==> config.mk <==
export PLATFORM = sky130hd
export DESIGN_NAME = apu_length_counter_bank
export DESIGN_NICKNAME = d
export VERILOG_FILES = /design/src/rtl/apu_pkg.sv /design/src/rtl/apu_length_lut.sv /design/src/rtl/apu_length_counter_bank.sv
export SDC_FILE = /design/constraint.sdc
export NUM_CORES = 1
export LEC_CHECK = 0
export CAP_MARGIN = 10
export CORE_MARGIN = 2
export CORE_UTILIZATION = 51
export CTS_CLUSTER_DIAMETER = 30
export DETAILED_ROUTE_END_ITERATION = 6
export MAX_ROUTING_LAYER = met4
export PLACE_DENSITY = 0.85
export SYNTH_ARGS = -nofsm -noshare
export SYNTH_HDL_FRONTEND = slang
export SYNTH_HIERARCHICAL = 1
export SYNTH_SLANG_ARGS = --single-unit
==> constraint.sdc <==
create_clock -name clk -period 1.7 [get_ports clk]
set_input_delay 0.34 -clock clk [delete_from_list [all_inputs] [get_ports clk]]
set_output_delay 0.34 -clock clk [all_outputs]
set_load 0.05 [all_outputs]
==> src/rtl/apu_pkg.sv <==
// Shared definitions for the APU length counter bank: the 32-entry length
// lookup table and the 5-bit table index type.
package apu_pkg;

    typedef logic [4:0] apu_len_idx_t;

    localparam logic [7:0] APU_LENGTH_TABLE [32] = '{
        8'd10,  8'd254, 8'd20,  8'd2,   8'd40,  8'd4,   8'd80,  8'd6,
        8'd160, 8'd8,   8'd60,  8'd10,  8'd14,  8'd12,  8'd26,  8'd14,
        8'd12,  8'd16,  8'd24,  8'd18,  8'd48,  8'd20,  8'd96,  8'd22,
        8'd192, 8'd24,  8'd72,  8'd26,  8'd16,  8'd28,  8'd32,  8'd30
    };

endpackage

==> src/rtl/apu_length_lut.sv <==
// Length lookup: maps the CPU-written 5-bit index to its 8-bit load value.
// One instance is shared by every channel of the bank.
module apu_length_lut
    import apu_pkg::*;
(
    input  apu_len_idx_t idx,
    output logic [7:0]   value
);

    // Pure table read, no state.
    always_comb begin
        value = APU_LENGTH_TABLE[idx];
    end

endmodule

==> src/rtl/apu_length_counter_bank.sv <==
// Multi-channel APU length counter bank with a shared length table and a
// debug readback port.
// Optional macro APU_LENGTH_QUIRK_EN: 2A03 reload/clock collision (a load
// landing on a live, unhalted decrement is dropped) and a one-cycle delayed
// halt through the halt_q register. Undefined: load always wins and halt
// acts immediately.
module apu_length_counter_bank
    import apu_pkg::*;
#(
    parameter int NUM_CH   = 4,
    parameter int LENGTH_W = 8,
    localparam int SEL_W   = (NUM_CH > 1) ? $clog2(NUM_CH) : 1
) (
    input  logic                clk,
    input  logic                rst,
    input  logic [NUM_CH-1:0]   length_en,
    input  logic [NUM_CH-1:0]   length_halt,
    input  logic                l_pulse,
    input  logic [4:0]          from_cpu,
    input  logic [NUM_CH-1:0]   length_wren,
    input  logic [SEL_W-1:0]    rd_sel,
    output logic [LENGTH_W-1:0] rd_length,
    output logic [NUM_CH-1:0]   active_out
);

    generate
        if (LENGTH_W < 8) begin : g_bad_width
            $error("apu_length_counter_bank: LENGTH_W must be at least 8");
        end
        if (NUM_CH < 1 || NUM_CH > 8) begin : g_bad_num_ch
            $error("apu_length_counter_bank: NUM_CH must be in 1..8");
        end
    endgenerate

    logic [7:0]          lut_value;
    logic [LENGTH_W-1:0] load_value;
    logic [NUM_CH-1:0]   halt_eff;
    logic [NUM_CH-1:0][LENGTH_W-1:0] cnt_all;
    logic [LENGTH_W-1:0] rd_mux [2**SEL_W];

    apu_length_lut u_lut (
        .idx   (apu_len_idx_t'(from_cpu)),
        .value (lut_value)
    );

    assign load_value = LENGTH_W'(lut_value);

`ifdef APU_LENGTH_QUIRK_EN
    logic [NUM_CH-1:0] halt_q;
    logic [NUM_CH-1:0] halt_d;

    // Halt is sampled a cycle late, matching the 2A03 register path.
    always_comb begin
        halt_d = length_halt;
    end

    // Registered halt copy.
    always_ff @(posedge clk) begin
        if (rst) halt_q <= '0;
        else     halt_q <= halt_d;
    end

    assign halt_eff = halt_q;
`else
    assign halt_eff = length_halt;
`endif

    generate
        for (genvar i = 0; i < NUM_CH; i++) begin : g_ch
            logic [LENGTH_W-1:0] cnt_q;
            logic [LENGTH_W-1:0] cnt_d;
            logic                dec_ok;

            // Next count: disable clears, then load, then decrement, else hold.
            always_comb begin
                dec_ok = l_pulse & ~halt_eff[i] & (cnt_q != '0);
                cnt_d  = cnt_q;
                if (!length_en[i]) begin
                    cnt_d = '0;
                end else if (length_wren[i]) begin
`ifdef APU_LENGTH_QUIRK_EN
                    // A live decrement on the same cycle swallows the load.
                    if (dec_ok) cnt_d = cnt_q - 1'b1;
                    else        cnt_d = load_value;
`else
                    cnt_d = load_value;
`endif
                end else if (dec_ok) begin
                    cnt_d = cnt_q - 1'b1;
                end
            end

            // Counter register.
            always_ff @(posedge clk) begin
                if (rst) cnt_q <= '0;
                else     cnt_q <= cnt_d;
            end

            assign cnt_all[i]    = cnt_q;
            assign active_out[i] = (cnt_q != '0);
        end

        // Pad the readback mux so unused select codes read as zero.
        for (genvar j = 0; j < 2**SEL_W; j++) begin : g_rd
            if (j < NUM_CH) begin : g_live
                assign rd_mux[j] = cnt_all[j];
            end else begin : g_pad
                assign rd_mux[j] = '0;
            end
        end
    endgenerate

    // Debug readback of the selected channel.
    always_comb begin
        rd_length = rd_mux[rd_sel];
    end

endmodule

* Yosys cells after proc, flatten, opt, wreduce, memory -nomap -nowiden *
Memory sizes are Yosys's and may differ from the RTL's.
Index checks and enable logic that the tools add are counted.

storage, ports and cells
  register bits = 32
  ROM bits = 256
  bits of input ports = 22
  output and inout port bits = 12
  word-level logic and storage cells = 54
  memories = 1

cells by class
  add/subtract/negate cells = 4
  $lt $le $gt $ge = 2
  muxes and demuxes = 13
  bitwise logic cells = 18
  reduce and logical (&&, ||, !) cells = 12

memories
  name             words  width  rd ports  clocked after memory_dff  write ports  RTL line              RTL
  (no name shown)  32     8      1         0                         0            apu_length_lut.sv:12  value = APU_LENGTH_TABLE[idx];

operators by type and width
  operator                                                             number
  8-bit 2-to-1 mux                                                     12
  8-bit nonzero test                                                   4
  8-bit by 1-bit subtractor with 8-bit output (second input constant)  4
  8-bit binary-select mux with 2-bit select                            1
  1-bit AND                                                            8
  1-bit inverter                                                       8
  2-bit nonzero test                                                   4
  2-bit OR reduction                                                   4
  6-bit >= comparator (second input constant)                          1
  5-bit inverter with 6-bit output                                     1
  3-bit >= comparator (second input constant)                          1
  2-bit inverter with 3-bit output                                     1

* Longest topological paths before layout *
Gate-level depths: netlist (run 1).

  depth in word-level cells = 5
  mapped depth = 8
  mapped depth without buffers = 8

* By module *
Netlist (run 1), hierarchy kept.

by module, submodules not included
  module                   instances  cells an instance  area an instance (µm²)  seq. area each (µm²)
  apu_length_counter_bank  1          248                2,187.1                 640.6
  apu_length_lut           1          55                 429.2                   0.0

* Worst setup path before layout (run 1) *
No wires, ideal clock.

  kind = input to output
  from = in rd_sel[1]
  to = out rd_length[2]
  data arrival time = 1.589 ns
  required time = 1.360 ns
  setup slack = -0.229 ns
  stages = 2
  path buffers = 1
  cells stage by stage = clkbuf_1 -> mux4_1

on the way
  word-level cells in the longest chain between the ends = 4

ends and longest elaborated chain
  element                                                 RTL line                        RTL
  start: declaration                                      apu_length_counter_bank.sv:21   input logic [SEL_W-1:0] rd_sel,
  2-bit inverter with 3-bit output (implied by the code)  apu_length_counter_bank.sv:115  rd_length = rd_mux[rd_sel];
  8-bit binary-select mux with 2-bit select               apu_length_counter_bank.sv:115
  8-bit 2-to-1 mux (implied by the code) (2 in series)    apu_length_counter_bank.sv:115
  end: declaration                                        apu_length_counter_bank.sv:22   output logic [LENGTH_W-1:0] rd_length,

No other way between the ends. The select of a mux whose other input is x is not followed.

* Worst setup path after layout (run 1) *
  from = in from_cpu[2]
  to = reg g_ch[3].cnt_q[1]

on the way
  word-level cells in the longest chain between the ends = 5

ends and longest elaborated chain
  element                                                 RTL line                       RTL
  start: declaration                                      apu_length_counter_bank.sv:19  input logic [4:0] from_cpu,
  5-bit inverter with 6-bit output (implied by the code)  apu_length_lut.sv:12
  memory 32 x 8 bit                                       -
  8-bit 2-to-1 mux (implied by the code) (2 in series)    apu_length_lut.sv:12
  named net load_value[1]                                 apu_length_counter_bank.sv:36  logic [LENGTH_W-1:0] load_value;
  8-bit 2-to-1 mux                                        apu_length_counter_bank.sv:80  end else if (length_wren[i]) begin
  end signal: assignment                                  apu_length_counter_bank.sv:96  else cnt_q <= cnt_d;
  end: declaration                                        apu_length_counter_bank.sv:70  logic [LENGTH_W-1:0] cnt_q;

The timed path passes the listed nets, and every way through them passes these cells. The select of a mux whose other input is x is not followed.
A chain may end at the register's enable or synchronous reset.

==> results of run 1 <==
==> worst reg2reg max path: stages (launching register included) <==
cell      delay (ns)
dfxtp_2         0.33
inv_2           0.08
buf_4           0.11
buf_4           0.11
ha_1            0.13
nand3b_1        0.19
o31a_1          0.39
a311oi_2        0.30
a211oi_2        0.09
==> power groups by stage <==
stage	combinational [mW]	clock (mW)	sequential (mW)
floorplan	0.516	0	0.839
global placement	0.814	0	0.850
detailed placement	0.834	0	0.853
CTS	0.974	0.574	0.845
global route	1.25	0.629	0.863
finish	1.20	0.612	0.862
==> placed cells by master (no fill, tap or decap), drive strengths merged, types with 5 or more instances in the layout <==
master | Yosys | layout
a221oi | 6 | 6
or3 | 5 | 5
a21boi | 6 | 6
buf | 9 | 94
nand2 | 14 | 14
clkbuf | 7 | 7
dlygate4sd2 | 0 | 6
or4 | 7 | 7
nor2 | 15 | 15
mux4 | 8 | 8
xnor2 | 11 | 11
o21ai | 10 | 10
nand2b | 8 | 8
a211oi | 17 | 17
clkdlybuf4s50 | 0 | 11
o21a | 5 | 5
dfxtp | 32 | 32
a21oi | 25 | 25
nor2b | 6 | 6
inv | 24 | 24
ha | 15 | 15
nor3 | 10 | 10
==> timing repair <==
| action | in CTS | in global routing |
|---|---|---|
| pin swaps | 15 | 13 |
| gates resized for setup | 90 | 63 |
| setup endpoints to repair | 41 | 35 |
| cloned | 0 | 0 |
| setup buffers | 18 | 10 |
==> how the worst max path moves through the flow <==
stage | cells past startpoint | from | endpoint
3_3_place_gp | 9 | from_cpu[0] | g_ch[3].cnt_q[4]
5_1_grt | 8 | g_ch[1].cnt_q[1] | g_ch[1].cnt_q[6]
2_1_floorplan | 2 | rd_sel[0] | rd_length[7]
3_5_place_dp | 9 | from_cpu[1] | g_ch[1].cnt_q[2]
6_report | 7 | from_cpu[2] | g_ch[3].cnt_q[1]
4_1_cts | 3 | g_ch[2].cnt_q[2] | rd_length[2]
==> cells by family (layout without fill, tap and decap cells) <==
| family | after synthesis | after routing |
|---|---|---|
| AOI/OAI and AO/OA | 96 | 96 |
| xor gates and xnor gates | 14 | 14 |
| and+or+nand+nor | 91 | 91 |
| other | 1 | 1 |
| muxes | 13 | 13 |
| buffers and inverters | 41 | 146 |
| DFF | 32 | 32 |
| adders and majority gates | 15 | 15 |
==> layout make-up <==
type                       instances  area (sq um)  share of cell area [%]
inverter                          25          98.8                    2.42
timing repair buffer             114          1030                    25.3
sequential                        32           684                    16.7
tap                               70          87.6                    2.14
clock inverter                     1          5.00                   0.122
multi-input combinational        230          2110                    51.5
clock buffer                       6          72.6                    1.77
==> per-layer routing <==
layer | up-vias | track usage [%]
met3 | 146 | 9.26
li1 | 1347 | -
met2 | 393 | 52.9
met4 | 0 | 23.6
met1 | 1570 | 40.8
met5 | - | -
==> metrics.txt, run 1 <==
Routed Antenna Nets=0; Yosys warnings=6; share of Yosys cell area claimed by the top area cell type=24.5%; Psw=1.05 mW; PnR Total Power=2.68 mW; FFs w/ async S/R, synth=0%; CTS max path bufs=2; Synth Area in XOR/XNOR=4.69%; internal cell power=1.63 mW; DR vias=3456; Most flops, register=g_ch.cnt_q; Clk network pwr share=22.9%; cell family with most CP delay=compound AO/OA/AOI/OAI gates; Post-synth EDFFs=0; Synth Area in Compound Gates=25.4%; Pins Over Slew Limit=0; Starting Density=51.9%; hold path depth=2; Slowest cell on crit path=o21ai_1; Netlist cell types=65; grt total ovfl=0; final core utilization=81.1%; reg-to-reg critical path endpoint=g_ch[1].cnt_q[6]; Post-synth top cells=dfxtp_1, a21oi_1, inv_1; Post-Synth Adder-Cell Area=7.17%; worst path bufs/invs=2; Sequential Power Share=32.2%; outcome=complete, but fails checks; RSZ-0062 raised after global routing=yes; Port Buf Inserts=33; syn_area_per_cell=8.63 sq um; die area=0.00572 sq mm; Setup Crit Path Kind=in2reg; largest net degree at the start of global routing=13; Die H=75.6 microns; Reg-to-Reg Start=g_ch[1].cnt_q[1]; worst path required time=1.92 ns; Detailed Place HPWL=5920 microns; Metal-1 WL=4180 microns; Fin Clk Skew=0.0128 ns; mux contribution to synthesized area=9.18%; Mapped Area=0.00262 sq mm; initial antenna violation count=0; routed len/inst=26.1 microns; largest family of logic cells by synthesized area=compound AO/OA/AOI/OAI gates; Power Dens Cells=655 mW/mm^2; Placed Area=0.00333 sq mm; Skew-Pair Late Insertion Delay=0.32 ns; vias in the first global route=2854; Worst-path clk slew=0.08 ns; CTS tree=built; Final Hold Slack=0.556 ns; H-tree depth=2; Fin. Hold Viols=0; Worst-Margin Slew=0.652 ns; Cell Chain, Critical Path=dlygate4sd2_1 > buf_4 > nor3_1 > a311oi_1 > o21ai_1 > nand2_1 > a21oi_1; TNS Setup=-1.65 ns; first-pass GRT wire length=14300 microns; top post-synthesis cells by area=dfxtp_1, ha_1, mux4_2; combinational share of power=45.0%; Post-synth top flop=dfxtp_1; All-Layer GR Usage=35.1%; First DRT Iteration DRCs=672; final setup margin=-0.165 ns; Core ar.=0.00504 sq mm; max FFs per register=32; Residual DRC=0; via density per instance=7.23; Worst Hold End=g_ch[3].cnt_q[7]; Synth Instances=303; routability cong.=0.920; layout cells sized above 1=49.8%; Met2 Wirelength=5570 microns; Top Registers=g_ch.cnt_q x32; fraction of the cycle the final worst path needs=110%; Hold Crit Start=g_ch[3].cnt_q[7]; Die X=75.6 microns; clk sinks=32; DP Worst Slack=-0.576 ns; Synth area leader=dfxtp_1; nets@finish=445; final std cells w/o fill=478; post-synthesis simple-gate area fraction=21.1%; Synth Register Bits=32; number of detailed-route iterations in the first pass=6; worst reg2reg setup slack=-0.13 ns; root buffer cell=clkbuf_8; sequential area share after synthesis=24.5%; most frequent cell after synthesis=dfxtp_1; worst min path class=reg2reg; CP max stage delay=0.54 ns; CTS Buf Count=5; Final setup viols=24; Mapped Nets=340; row cnt=26; Hold-fix buffers, CTS=0; Setup crit start kind=input port; Worst slew margin=56.2%; Final min period=1.87 ns; arrival time worst endpoint=2.09 ns; max-cap check violation count=0; IO Pins=34; FILL cells=256; design area=0.00409 sq mm; violated checks=negative setup slack; VDD IR max=610 uV; FMAX=536 MHz; Worst Reg-to-Reg Cells=8; post-detailed-routing wire length=12500 microns; Top Metal Used=met4; Area growth syn-to-layout=56.4%; dpl cells=444; antenna fix cells=0; leakage=1.65 nW; Crit. End Element=flip-flop; Max FO, Critical Path=8; met3 WL=1560 microns; switching part of the total=39.3%
Note: power is estimated with default switching activity, not from simulation.
==> inputs of run 2 (changes only) <==
- ABC_AREA: not set -> 1
- CORE_UTILIZATION: 51 -> 52
- PLACE_DENSITY: 0.85 -> 0.84
==> metrics.txt, run 2 <==
outcome=complete, but fails checks; violated checks=negative setup slack; grt total ovfl=0; Pins Over Slew Limit=0; Post-synth top flop=dfxtp_1; Worst Reg-to-Reg Cells=10; row cnt=28; Port Buf Inserts=33; FILL cells=448; Mapped Nets=573; Synth area leader=dfxtp_1; Worst Setup SP=g_ch[1].cnt_q[3]; Routed Antenna Nets=0; worst path required time=1.36 ns; DR vias=3756; syn_area_per_cell=5.86 sq um; Fin. Hold Viols=0; arrival time worst endpoint=1.37 ns; VDD IR max=435 uV; FFs w/ async S/R, synth=0%; routability cong.=0.964; reg-to-reg critical path endpoint=g_ch[2].cnt_q[2]; most common cell after layout, fill and taps aside=nand2_1; Multi-input gate area=0.00231 sq mm; most frequent cell after synthesis=nand2_1; Critical Path Sink=rd_length[3]; Final setup viols=1; Die H=81.7 microns; post-detailed-routing wire length=9880 microns; die area=0.00667 sq mm; root buffer cell=clkbuf_8; fraction of the cycle the final worst path needs=100%; Post-synth top cells=nand2_1, nand3_1, inv_1; share of Yosys cell area claimed by the top area cell type=20.4%; largest net degree at the start of global routing=16; Skew-Pair Late Insertion Delay=0.30 ns; Area growth syn-to-layout=35.7%; Mapped Area=0.00314 sq mm; Final min period=1.71 ns; Starting Density=53.3%; sequential area share after synthesis=20.4%; Top Registers=g_ch.cnt_q x32; Fin Clk Skew=0.00554 ns; First DRT Iteration DRCs=282; FF/Latch Area=667 sq um; RSZ-0062 raised after global routing=yes; Residual DRC=0; leakage=2.02 nW; final setup margin=-0.00650 ns; IO Pins=34; antenna fix cells=0; Setup crit start kind=flip-flop; via density per instance=5.55; nets@finish=638; Netlist cell types=25; DP Worst Slack=-0.375 ns; All-Layer GR Usage=31.0%; Synth Register Bits=32; Worst slew margin=62.6%; Post-synth EDFFs=0; H-tree depth=2; Synth Instances=536; most frequent cells in the layout=nand2_1, nand3_1, inv_1; layout cells sized above 1=25.4%; Crit. End Element=output pin; CTS Buf Count=5; Reg-to-Reg Start=g_ch[2].cnt_q[0]; top post-synthesis cells by area=dfxtp_1, nand2_1, nand3_1; CTS max path bufs=2; Setup Crit Path Kind=reg2out; Worst-path clk slew=0.07 ns; PnR Total Power=2.84 mW; Max FO, Critical Path=5; Most flops, register=g_ch.cnt_q; dpl cells=660; initial antenna violation count=0; FMAX=586 MHz; number of detailed-route iterations in the first pass=6; worst reg2reg setup slack=0.25 ns; final std cells w/o fill=677; clk sinks=32; Detailed Place HPWL=6820 microns; Power Dens Cells=667 mW/mm^2; worst min path class=reg2reg; vias in the first global route=3359; Worst-Margin Slew=0.561 ns; max FFs per register=32; max-cap check violation count=0; Core ar.=0.00589 sq mm; routed len/inst=14.6 microns; CTS tree=built; Yosys warnings=6; Die X=81.7 microns; first-pass GRT wire length=15400 microns
==> run 2: worst min path at each step <==
stage | from | to | slack [ns] | cells past startpoint
2_1_floorplan | g_ch[1].cnt_q[0] | g_ch[1].cnt_q[0] | 0.47 | 2
6_report | g_ch[1].cnt_q[1] | g_ch[1].cnt_q[1] | 0.50 | 2
3_5_place_dp | g_ch[1].cnt_q[1] | g_ch[1].cnt_q[1] | 0.49 | 2
3_3_place_gp | g_ch[1].cnt_q[0] | g_ch[1].cnt_q[0] | 0.48 | 2
4_1_cts | g_ch[1].cnt_q[0] | g_ch[1].cnt_q[0] | 0.50 | 2
5_1_grt | g_ch[1].cnt_q[0] | g_ch[1].cnt_q[0] | 0.53 | 2
==> run 2: kinds of logic (layout without fill, tap and decap cells) <==
group | after synthesis | in the layout | share of synthesized area (%)
flip-flops | 32 | 32 | 20.4
adder cells (fa/ha/maj) | 15 | 15 | 5.98
other | 1 | 1 | 0.119
AO/OA/AOI/OAI | 75 | 75 | 12.2
AND/OR/NAND/NOR | 327 | 327 | 49.8
buffers and inverters | 82 | 148 | 10.4
XOR/XNOR | 4 | 4 | 1.12
==> run 2: cell type report <==
cell class | instances | area share (%)
Inverter | 68 | 6.17
Timing Repair Buffer | 71 | 19.0
Clock buffer | 6 | 1.70
Sequential cell | 32 | 15.7
Tap cell | 75 | 2.20
Multi-Input combinational cell | 422 | 54.3
Timing Repair inverter | 1 | 0.176
Clock inverter | 2 | 0.822
==> run 2: worst max-delay path: stages, from the launching register on <==
cell     delay [ns]
dfxtp_4        0.38
inv_1          0.08
o21ai_2        0.17
a21oi_2        0.08
a21oi_2        0.19
buf_12         0.16
==> run 2: power by group <==
| group | internal [mW] | total (mW) | switching, mW |
|---|---|---|---|
| clock network | 0.435 | 0.757 | 0.322 |
| registers | 0.780 | 0.832 | 0.0518 |
| logic | 0.514 | 1.25 | 0.741 |
| total | 1.73 | 2.84 | 1.11 |
==> run 2: metal layers <==
| metal | GRT usage (%) | vias to the layer above | share of wire, % |
|---|---|---|---|
| met5 | - | - | 0 |
| met4 | 15.5 | 0 | 3.9 |
| met3 | 6.48 | 40 | 8.7 |
| met2 | 52.3 | 208 | 50 |
| met1 | 34.8 | 1650 | 38 |
| li1 | - | 1858 | - |
==> run 2: metrics by stage <==
| step | util (%) | hold slack, ns | area [sq um] | TNS (ns) |
|---|---|---|---|---|
| after CTS | 70.3 | 0.500 | 4140 | 0 |
| final | 72.4 | 0.499 | 4260 | -0.00650 |
| after detailed placement | 66.5 | 0.491 | 3920 | -10.81 |
| after floorplan | - | 0.471 | 3190 | -0.0301 |
| after global routing | 72.4 | 0.526 | 4260 | -0.0647 |
| after global placement | 66.5 | 0.484 | 3920 | -10.03 |
==> run 2: timing repair <==
item | 4_1_cts | 5_1_grt
setup endpoints to repair | 21 | 39
cloned | 2 | 0
pin swaps | 4 | 8
buffers inserted | 1 | 6
hold buffers | 0 | 0
resized for setup | 47 | 32
==> inputs of run 3 (changes only) <==
- CAP_MARGIN: 10 -> 20
- CORE_UTILIZATION: 52 -> 58
- PLACE_DENSITY: 0.84 -> 0.89
- clock period: 1.7 -> 1.95 ns (I/O delays scaled with it)
==> metrics.txt, run 3 (same netlist as run 2, synthesis figures left out) <==
Multi-input gate area=0.00225 sq mm; Residual DRC=0; Top Registers=g_ch.cnt_q x32; final std cells w/o fill=659; Worst-path clk slew=0.07 ns; CTS max path bufs=2; DR vias=3767; worst path required time=1.56 ns; Setup Crit Path Kind=reg2out; clk sinks=32; routability cong.=0.930; worst min path class=reg2reg; Worst slew margin=64.8%; VDD IR max=422 uV; arrival time worst endpoint=1.46 ns; dpl cells=648; Routed Antenna Nets=0; Final Hold Slack=0.510 ns; Fin Clk Skew=0.00355 ns; max-cap check violation count=0; grt total ovfl=0; Worst-Margin Slew=0.527 ns; die area=0.00602 sq mm; H-tree depth=2; FF/Latch Area=641 sq um; Fin. Hold Viols=0; CTS Buf Count=5; Final setup viols=0; Detailed Place HPWL=6730 microns; row cnt=26; leakage=1.90 nW; number of detailed-route iterations in the first pass=6; Die H=77.6 microns; FILL cells=398; Die X=77.6 microns; Area growth syn-to-layout=27.9%; most common cell after layout, fill and taps aside=nand2_1; vias in the first global route=3501; Starting Density=60.7%; fraction of the cycle the final worst path needs=94.7%; First DRT Iteration DRCs=388; All-Layer GR Usage=32.7%; Port Buf Inserts=33; CTS tree=built; Most flops, register=g_ch.cnt_q; layout cells sized above 1=18.3%; Core ar.=0.00517 sq mm; most frequent cells in the layout=nand2_1, nand3_1, inv_1; Crit. End Element=output pin; routed len/inst=14.2 microns; IO Pins=34; Setup crit start kind=flip-flop; via density per instance=5.72; PnR Total Power=2.31 mW; antenna fix cells=0; initial antenna violation count=0; first-pass GRT wire length=15600 microns; Skew-Pair Late Insertion Delay=0.29 ns; Pins Over Slew Limit=0; outcome=finished clean; Power Dens Cells=576 mW/mm^2; FMAX=541 MHz; post-detailed-routing wire length=9370 microns; max FFs per register=32; largest net degree at the start of global routing=17; Max FO, Critical Path=5; Final min period=1.85 ns; nets@finish=625; root buffer cell=clkbuf_8; Hold-fix buffers, CTS=0
-- run 3: cell count changes in the layout (fill, tap and decap cells not counted), sizes merged --
cell,before,now
clkinv,1,0
clkbuf,6,9
dlymetal6s2s,4,1
bufinv,1,0
buf,51,37
clkinvlp,1,0
clkdlybuf4s15,1,0
dlygate4sd2,0,1
clkdlybuf4s50,15,19
-- run 3: worst max-delay path, stage by stage, from the launching register on --
cell,delay [ns]
dfxtp_1,0.48
inv_1,0.14
o21ai_1,0.15
a21oi_1,0.07
a21oi_2,0.17
buf_12,0.16
-- run 3: layout make-up --
type	count	area share [%]
Clock buffer	8	2.24
Inverter	68	6.36
Multi-Input combinational cell	422	56.1
Sequential cell	32	16.0
Tap cell	70	2.18
Timing Repair Buffer	59	17.2
-- run 3: worst paths after layout --
check | from | end | slack (ns) | cells after the start
min | g_ch[1].cnt_q[0] | g_ch[1].cnt_q[0] | 0.51 | 2
max reg2reg | g_ch[3].cnt_q[0] | g_ch[3].cnt_q[7] | 0.44 | 9
min reg2reg | g_ch[1].cnt_q[0] | g_ch[1].cnt_q[0] | 0.51 | 2
max | g_ch[1].cnt_q[3] | rd_length[3] | 0.10 | 5
-- run 3: through the flow --
stage / TNS [ns] / utilization (%) / area (sq um) / setup WS [ns]
final: 0 / 77.6 / 4010 / 0.103
after global routing: -0.000137 / 77.6 / 4010 / -0.000137
after CTS: 0 / 76.6 / 3960 / 0.0200
after detailed placement: -3.26 / 74.1 / 3830 / -0.174
after global placement: -1.67 / 74.1 / 3830 / -0.154
after floorplan: 0 / - / 3170 / 0.120
-- run 3: power breakdown --
part / total, mW / internal [mW] / switching (mW)
logic: 1.03 / 0.409 / 0.620
clock network: 0.559 / 0.288 / 0.271
registers: 0.724 / 0.681 / 0.0425
-- run 3: metal layers --
metal / share of wire [%] / GRT usage, %
met5: 0 / -
met4: 3.5 / 15.2
met3: 9.2 / 6.28
met2: 49 / 54.8
met1: 38 / 37.7
-- run 3: timing repair --
action	CTS	global route
endpoints found under the setup margin	8	13
setup buffers	2	0
endpoints found under the hold margin	0	0
resized for setup	14	10
gates cloned	0	1
pin swaps	1	0
